==> src/rtl/rr_dreg_mux_if.sv <==
// Bundle of requester-side and consumer-side signals for rr_dreg_mux.
// The arbiter takes the slave view. The producer/consumer (or a bench) takes the master view.
interface rr_dreg_mux_if #(
  parameter int DIN = 16,
  parameter int NUM = 4
);
  localparam int IW = $clog2(NUM);

  logic [NUM-1:0]     din_valid;
  logic [NUM*DIN-1:0] din_data;
  logic [NUM-1:0]     din_ready;
  logic               dout_valid;
  logic               dout_ready;
  logic [DIN-1:0]     dout_data;
  logic [IW-1:0]      dout_idx;

  modport master (
    output din_valid, din_data, dout_ready,
    input  din_ready, dout_valid, dout_data, dout_idx
  );

  modport slave (
    input  din_valid, din_data, dout_ready,
    output din_ready, dout_valid, dout_data, dout_idx
  );
endinterface

==> src/rtl/rr_dreg_mux.sv <==
// Round-robin N:1 arbiter feeding a single decoupling register (data, idx, valid).
// The grant is combinational from ptr_q and din_valid. The winner loads the register one edge later.
// Optional packet locking is enabled by defining RR_DREG_MUX_EOT_LOCK_EN.
// In that mode, the data MSB is the end-of-packet flag, and the grant stays on one
// requester until that requester transfers a word with the flag set.
module rr_dreg_mux #(
  parameter int DIN = 16,
  parameter int NUM = 4
) (
  input logic          clk,
  input logic          rst,
  rr_dreg_mux_if.slave bus
);
  localparam int IW = $clog2(NUM);

  logic               dout_valid_q, dout_valid_d;
  logic [DIN-1:0]     dout_data_q, dout_data_d;
  logic [IW-1:0]      dout_idx_q, dout_idx_d;
  logic [IW-1:0]      ptr_q, ptr_d;

  logic               reg_ready;
  logic               win_found;
  logic [IW-1:0]      win_idx;
  logic               gnt_ok;
  logic [IW-1:0]      gnt_idx;
  logic [DIN-1:0]     gnt_data;
  logic [IW-1:0]      ptr_next;
  logic [DIN-1:0]     din_arr [NUM];

`ifdef RR_DREG_MUX_EOT_LOCK_EN
  logic               lock_q, lock_d;
  logic [IW-1:0]      lock_idx_q, lock_idx_d;
`endif

  // Index that is k places above base, wrapping modulo NUM (NUM need not be a power of two).
  function automatic logic [IW-1:0] rot_idx(input logic [IW-1:0] base, input int k);
    int s;
    s = int'(base) + k;
    if (s >= NUM) s = s - NUM;
    return IW'(s);
  endfunction

  assign reg_ready = !dout_valid_q || bus.dout_ready;

  // Split the flat data bus into one word per requester.
  always_comb begin
    for (int i = 0; i < NUM; i++) begin
      din_arr[i] = bus.din_data[i*DIN +: DIN];
    end
  end

  // First valid requester at or above ptr_q. The loop scans downward so the lowest offset wins.
  always_comb begin
    win_found = 1'b0;
    win_idx   = '0;
    for (int k = NUM - 1; k >= 0; k--) begin
      if (bus.din_valid[rot_idx(ptr_q, k)]) begin
        win_found = 1'b1;
        win_idx   = rot_idx(ptr_q, k);
      end
    end
  end

  // Select the grant target. While locked, only the locked requester can win, even if it is idle.
  always_comb begin
    gnt_idx = win_idx;
    gnt_ok  = win_found;
`ifdef RR_DREG_MUX_EOT_LOCK_EN
    if (lock_q) begin
      gnt_idx = lock_idx_q;
      gnt_ok  = bus.din_valid[lock_idx_q];
    end
`endif
  end

  assign gnt_data = din_arr[gnt_idx];
  assign ptr_next = (gnt_idx == IW'(NUM - 1)) ? '0 : gnt_idx + 1'b1;

  // Raise ready for the winner only, and only when the register can accept a word.
  always_comb begin
    bus.din_ready = '0;
    if (!rst && reg_ready && gnt_ok) bus.din_ready[gnt_idx] = 1'b1;
  end

  // Compute the next state of the register, the pointer and the lock.
  always_comb begin
    dout_valid_d = dout_valid_q;
    dout_data_d  = dout_data_q;
    dout_idx_d   = dout_idx_q;
    ptr_d        = ptr_q;
`ifdef RR_DREG_MUX_EOT_LOCK_EN
    lock_d       = lock_q;
    lock_idx_d   = lock_idx_q;
`endif
    if (reg_ready) begin
      dout_valid_d = gnt_ok;
      if (gnt_ok) begin
        dout_data_d = gnt_data;
        dout_idx_d  = gnt_idx;
`ifdef RR_DREG_MUX_EOT_LOCK_EN
        if (gnt_data[DIN-1]) begin
          ptr_d  = ptr_next;
          lock_d = 1'b0;
        end else begin
          lock_d     = 1'b1;
          lock_idx_d = gnt_idx;
        end
`else
        ptr_d = ptr_next;
`endif
      end
    end
  end

  // Control state: valid, pointer and lock are cleared by reset.
  always_ff @(posedge clk) begin
    if (rst) begin
      dout_valid_q <= 1'b0;
      ptr_q        <= '0;
`ifdef RR_DREG_MUX_EOT_LOCK_EN
      lock_q       <= 1'b0;
`endif
    end else begin
      dout_valid_q <= dout_valid_d;
      ptr_q        <= ptr_d;
`ifdef RR_DREG_MUX_EOT_LOCK_EN
      lock_q       <= lock_d;
`endif
    end
  end

  // Datapath registers have no reset. Their contents are meaningless while dout_valid_q is low.
  always_ff @(posedge clk) begin
    dout_data_q <= dout_data_d;
    dout_idx_q  <= dout_idx_d;
`ifdef RR_DREG_MUX_EOT_LOCK_EN
    lock_idx_q  <= lock_idx_d;
`endif
  end

  assign bus.dout_valid = dout_valid_q;
  assign bus.dout_data  = dout_data_q;
  assign bus.dout_idx   = dout_idx_q;

endmodule

==> src/flat_wrapper.sv <==
// flat-port wrapper written by rule: the top's interface ports become plain ports
module rr_dreg_mux_flat 
#(
  parameter int DIN = 16,
  parameter int NUM = 4
)
  (clk, rst, bus_din_valid, bus_din_data, bus_dout_ready, bus_din_ready, bus_dout_valid, bus_dout_data, bus_dout_idx);
  rr_dreg_mux_if #(.DIN(DIN), .NUM(NUM)) bus_i ();
  input logic clk;
  input logic rst;
  input wire logic [$bits(bus_i.din_valid)-1:0] bus_din_valid;
  input wire logic [$bits(bus_i.din_data)-1:0] bus_din_data;
  input wire logic [$bits(bus_i.dout_ready)-1:0] bus_dout_ready;
  output wire logic [$bits(bus_i.din_ready)-1:0] bus_din_ready;
  output wire logic [$bits(bus_i.dout_valid)-1:0] bus_dout_valid;
  output wire logic [$bits(bus_i.dout_data)-1:0] bus_dout_data;
  output wire logic [$bits(bus_i.dout_idx)-1:0] bus_dout_idx;
  assign bus_i.din_valid = bus_din_valid;
  assign bus_i.din_data = bus_din_data;
  assign bus_i.dout_ready = bus_dout_ready;
  assign bus_din_ready = bus_i.din_ready;
  assign bus_dout_valid = bus_i.dout_valid;
  assign bus_dout_data = bus_i.dout_data;
  assign bus_dout_idx = bus_i.dout_idx;
  rr_dreg_mux #(.DIN(DIN), .NUM(NUM)) u_core (.clk(clk), .rst(rst), .bus(bus_i));
endmodule
==> config.mk <==
export PLATFORM = sky130hd
export DESIGN_NAME = rr_dreg_mux_flat
export DESIGN_NICKNAME = d
export VERILOG_FILES = /design/src/rtl/rr_dreg_mux_if.sv /design/src/rtl/rr_dreg_mux.sv /design/src/flat_wrapper.sv
export SDC_FILE = /design/constraint.sdc
export NUM_CORES = 1
export LEC_CHECK = 0
export BUFFER_PORTS_ARGS = -buffer_cell sky130_fd_sc_hd__buf_4
export CORE_MARGIN = 4
export CORE_UTILIZATION = 37
export DETAILED_ROUTE_END_ITERATION = 12
export PLACE_DENSITY = 0.77
export SETUP_SLACK_MARGIN = 0.15
export SLEW_MARGIN = 20
export SYNTH_ARGS = -nofsm -noshare
export SYNTH_HDL_FRONTEND = slang
export SYNTH_SLANG_ARGS = --single-unit
==> constraint.sdc <==
create_clock -name clk -period 2.3 [get_ports clk]
set_input_delay 0.345 -clock clk [delete_from_list [all_inputs] [get_ports clk]]
set_output_delay 0.345 -clock clk [all_outputs]
set_load 0.05 [all_outputs]
After elaboration in Yosys (flattened, before gate mapping)
Cells that the tools add are included.
Word-level totals
  logic and storage cells: 59
  memory bits (read-only): 0
  output and inout port bits: 23
  memory bits (writable): 0
  latch bits: 0
  memories kept: 0
  flip-flop bits (word level): 21
  input port bits: 71
Cells by class
  multipliers: 0
  add/sub/neg operators: 8
  reduce and logical (&&, ||, !) cells: 7
  equal/unequal tests: 1
  magnitude comparators: 11
  muxes and demuxes: 27
  shift-type cells: 0
  bitwise logic cells: 1
  divide/modulo/power cells: 0
Operators by type and width (count)
  $bmux W16 S2: 1
  $mux W16: 2
  $mux W2: 9
  $lt A2 B3 Y1 const B: 5
  $ge A3 B3 Y1 const B: 4
  $mux W1: 9
  $bmux W1 S2: 4
  $sub A2 B1 Y2 const B: 4
  $add A2 B2 Y3 const B: 2
  $mux W4: 1
  $add A2 B1 Y3 const B: 1
  $ge A2 B3 Y1 const B: 1
  $logic_and A1 B1 Y1: 3
  $not A2 Y3: 1
  $add A2 B1 Y2 const B: 1
  $demux W1 S2: 1
  $eq A2 B2 Y1 const B: 1
  $ge A2 B1 Y1 const B: 1
  $logic_not A1 Y1: 2
  $reduce_and A2 Y1: 1
  $logic_or A1 B1 Y1: 1

Logic depth before layout (Yosys ltp)
  depth after elaboration: 14
  depth in mapped cells: 7
  mapped depth without buffers: 6

Worst setup path before layout
No wires, ideal clock.
  kind: flip-flop to output port
  from: register u_core.dout_valid_q, in the netlist u_core.bus.dout_valid
  to: output bus_din_ready[0]
  slack: -1.132 ns
  path buffers: 0
  data required time: 1.955 ns
  cell stages (with the launch flop): 4
  data arrival time: 3.087 ns
  cell sequence: dfxtp_1 > a21oi_1 > and2b_1 > nor3b_1
Between the ends
  longest elaborated chain between the ends: 5
RTL lines
  start, declared: RTL line rr_dreg_mux.sv:16  | logic dout_valid_q, dout_valid_d;
  start signal, assigned: RTL line rr_dreg_mux.sv:124  | dout_valid_q <= dout_valid_d;
  $logic_not A1 Y1: RTL line rr_dreg_mux.sv:43  | assign reg_ready = !dout_valid_q || bus.dout_ready;
  $logic_or A1 B1 Y1: RTL line rr_dreg_mux.sv:43
  $logic_and A1 B1 Y1 (2 in a row): RTL line rr_dreg_mux.sv:82  | if (!rst && reg_ready && gnt_ok) bus.din_ready[gnt_idx] = 1'b1;
  $mux W4: RTL line rr_dreg_mux.sv:82
  end, declared: RTL line flat_wrapper.sv:14  | output wire logic [$bits(bus_i.din_ready)-1:0] bus_din_ready;
No other way between the ends.

Final worst setup path
  from: register u_core.ptr_q[1]
  to: output bus_din_ready[1]
Between the ends
  longest elaborated chain between the ends: 14
  elaborated cells on any way between the ends: 38
  classes of those cells: add/sub: 7; order compare: 6; mux: 23; reduce/logical: 2
RTL lines
  start, declared: RTL line rr_dreg_mux.sv:19  | logic [IW-1:0] ptr_q, ptr_d;
  start signal, assigned: RTL line rr_dreg_mux.sv:125  | ptr_q <= ptr_d;
  $add A2 B2 Y3: RTL line rr_dreg_mux.sv:38  | s = int'(base) + k;
  $ge A3 B3 Y1 or $sub A2 B1 Y2 (tied branches): RTL line rr_dreg_mux.sv:39  | if (s >= NUM) s = s - NUM;
  $mux W2: RTL line rr_dreg_mux.sv:39
  $bmux W1 S2: RTL line rr_dreg_mux.sv:57  | if (bus.din_valid[rot_idx(ptr_q, k)]) begin
  $mux W1 (implied by the code): RTL line rr_dreg_mux.sv:57
  $mux W2 (4 in a row): RTL line rr_dreg_mux.sv:57
  $lt A2 B3 Y1 (implied by the code) or $ge A2 B1 Y1 (tied branches): RTL line rr_dreg_mux.sv:82
  $logic_and A1 B1 Y1 (implied by the code): RTL line rr_dreg_mux.sv:82
  $mux W1 (implied by the code): RTL line rr_dreg_mux.sv:82
  $demux W1 S2
  $mux W4 *: RTL line rr_dreg_mux.sv:82
Every way passes the cells marked *; elsewhere a longest branch is shown, timed or not. The select of a mux whose other input is x is not followed.

==> results.toml <==
[worst_setup_path]
worst_setup_path_end_kind = "primary output"
crit_chain = "mux2i_2 -> nor2_2 -> nor3_4 -> buf_6 -> buf_6 -> nand2_1 -> nor2_2 -> buf_6"
cp.required_ns = 1.96
start_kind = "flop"
cp_common_cell = "buf_6"
reg2reg_depth = 7
crit_type = "flop to primary output"
crit_slowest_cell = "dfxtp_4"
path_max_fanout = 6
r2r-end = "u_core.bus.dout_data[13]"
slowest_delay_ns = 0.38
r2r-start = "u_core.ptr_q[1]"
cp.arrival_ns = 1.75
r2r_slack_ns = 0.56

[synthesis]
syn_area_per_cell_um2 = 13.1
synth_cells = 104
synth_cell_types = 24
synth_top_area_share_pct = 39.7
ys_seq_elements = 21
synthesis.area_um2 = 1360
synthesis.nets = 176
synth_warnings = 0
synth.largest_area_cell = "edfxtp_1"
synth_top_cells_by_area = "edfxtp_1 40%, mux2i_1 36%, dfxtp_1 4.4%"
ys_seq_area_share_pct = 44.1

[final_layout]
regArea_um2 = 604
n_antenna_cell = 0
finalNonFillerCells = 252
fillers = 267
multi_input_area_um2 = 711
final_layout_size_suffix_gt1_share_pct = 57.8
nets = 279
syn2layout_area_growth_pct = 63.7

[power]
powerDensity_nw_per_um2 = 697
ir_drop_mv = 0.247
p_total_mw = 1.55
p_leak_nw = 1.06

[die]
fp.dieW_um = 68.7
initial_utilization_pct = 39.6
core_um2 = 3440
die-area_um2 = 4720
die_height_um = 68.7
io_pins = 94
rows = 21

[sta]
drv_slew = 0
tightest_slew_ns = 0.592
slew_headroom_pct = 60.5
grt_setup_unrepaired = "true"
finClkSkew_ns = 0.00426
setup-tns-final_ns = 0
fmax_ghz = 0.477
min_period_ns = 2.10
finalCritPeriodShare_pct = 91.1
setup_viol = 0
hold_viol = 0

[hold_path]
hold_end = "u_core.ptr_q[1]"
hp-class = "input pin to flop"
min_path_cells = 2
min_from = "rst"

[routing]
drt-wirelength-per-cell_um = 15.2
via_per_inst = 4.96
firstDrtPassIters = 4
via_count = 1249
post-route-drc-count = 0
antenna_left = 0
drt_iter0_markers = 50
wl_mm = 3.82

[cts]
cts_buffers = 3
cts_tree = "yes"
clock_sink_count = 21
clk_pin_slew_ns = 0.08
htreeDepth = 1
holdBufCountCts = 0
clockBufferDepth = 2
clk_latency_ns = 0.26
cts-root-buf = "clkbuf_8"

[placed_design]
place_inst = 242
gp_congestion = 0.733
dp_hpwl_mm = 3.04
portBuffers = 93

[run]
maxCapViolations = 0

[global_routing]
grt_max_degree = 25
antenna_found_initial = 0
grt_pass1_vias = 1207
grt_overflow = 0
grt_pass1_wl_mm = 5.20
grt_usage_pct = 14.9

[run_status]
status = "finished, final reports clean"
-- sequential cells by signal, summed over array words and instances, names as in the netlist --
signal	count
u_core.bus.dout_data	16
u_core.bus.dout_idx	2
u_core.ptr_q	2
u_core.bus.dout_valid	1
-- report_power, final --
| part | internal [mW] | switching, mW |
|---|---|---|
| registers | 0.503 | 0.0258 |
| logic | 0.338 | 0.452 |
| clock network | 0.120 | 0.115 |
| total | 0.962 | 0.593 |
-- per-stage QoR --
| stage | instance area (um2) | setup slack (ns) | hold WS (ns) | utilization (%) |
|---|---|---|---|---|
| CTS | 2170 | 0.154 | 0.262 | 63.1 |
| global route | 2230 | 0.136 | 0.260 | 64.8 |
| detailed placement | 2110 | 0.118 | 0.510 | 61.4 |
| finish | 2230 | 0.204 | 0.265 | 64.8 |
| floorplan | 1380 | 0.0507 | 0.414 | - |
| global placement | 2110 | 0.174 | 0.494 | 61.4 |
-- worst max path at each step --
stage                                  end             startpoint  cells past startpoint  slack [ns]
after floorplan           bus_din_ready[0]  u_core.bus.dout_valid                      3        0.05
after global routing      bus_din_ready[1]        u_core.ptr_q[1]                      8        0.14
after detailed placement  bus_din_ready[0]       bus_din_valid[2]                      7        0.12
after global placement    bus_din_ready[0]       bus_din_valid[2]                      7        0.17
final                     bus_din_ready[1]        u_core.ptr_q[1]                      8        0.20
after CTS                 bus_din_ready[1]        u_core.ptr_q[1]                      7        0.15
-- routing by layer --
metal  track usage, %  up-vias  share of wire, %
met2             30.0       67                57
met3             2.92        8               9.9
met1             14.0      572                31
li1                 -      602                 -
met4             7.20        0               2.4
met5                0        -                 0
-- synth_stat cells --
cell type  count
dfxtp_1        3
and3_1         1
ha_1           1
nand3b_2       1
buf_12         2
edfxtp_1      18
a21oi_1        4
nor4_1         1
mux2i_1       49
a2bb2oi_2      1
inv_2          1
nor3b_1        2
inv_1          2
a21oi_2        1
a2bb2oi_1      1
and2_1         1
buf_8          1
buf_4          1
nor3_4         1
nand2_1        3
buf_6          2
and2b_1        1
nor2_1         4
a211oi_1       2
-- timing repair --
| action | 4_1_cts | 5_1_grt |
|---|---|---|
| endpoints found under the setup margin | 4 | 2 |
| pin swaps | 2 | 1 |
| gates resized for setup | 2 | 6 |
| buffers inserted | 0 | 5 |
| gates cloned | 1 | 0 |
-- layout make-up --
class	count	share of cell area [%]
multi-input cells	75	31.9
well taps	46	2.58
inverters	3	0.505
clock inverters	1	0.224
clock buffers	3	1.85
repair buffers	103	35.9
flip-flops and latches	21	27.1
-- placed cells by master (no fill, tap or decap) --
cell       count
edfxtp_1      18
and2b_1        1
clkinv_2       1
dfxtp_4        1
a21oi_4        1
clkbuf_8       3
nor2_2         2
nor4_1         1
and3_1         1
a21oi_2        2
buf_12         1
nor3_4         1
a2bb2oi_1      1
mux2i_1       48
buf_6          4
a21oi_1        3
nor3b_1        1
inv_1          2
a211oi_1       2
nor3b_2        1
ha_1           1
nand3b_2       1
nor2_1         2
inv_2          1
and2_1         1
buf_4         98
mux2i_2        1
a2bb2oi_4      1
dfxtp_1        2
nand2_1        3
-- logic make-up after synthesis --
family,synth area share [%]
and+or+nand+nor,6.98
DFF,44.1
muxes,36.0
buffers and inverters,7.07
adders and majority gates,0.918
AOI/OAI and AO/OA,4.96
-- worst max-delay path: cells and delay by family (launching register included) --
family / cells / cell delay (ns)
buf+inv: 3 / 0.40
mux: 1 / 0.24
flops: 1 / 0.38
simple gates: 4 / 0.46
No activity file was read; power rests on OpenSTA's default activity.
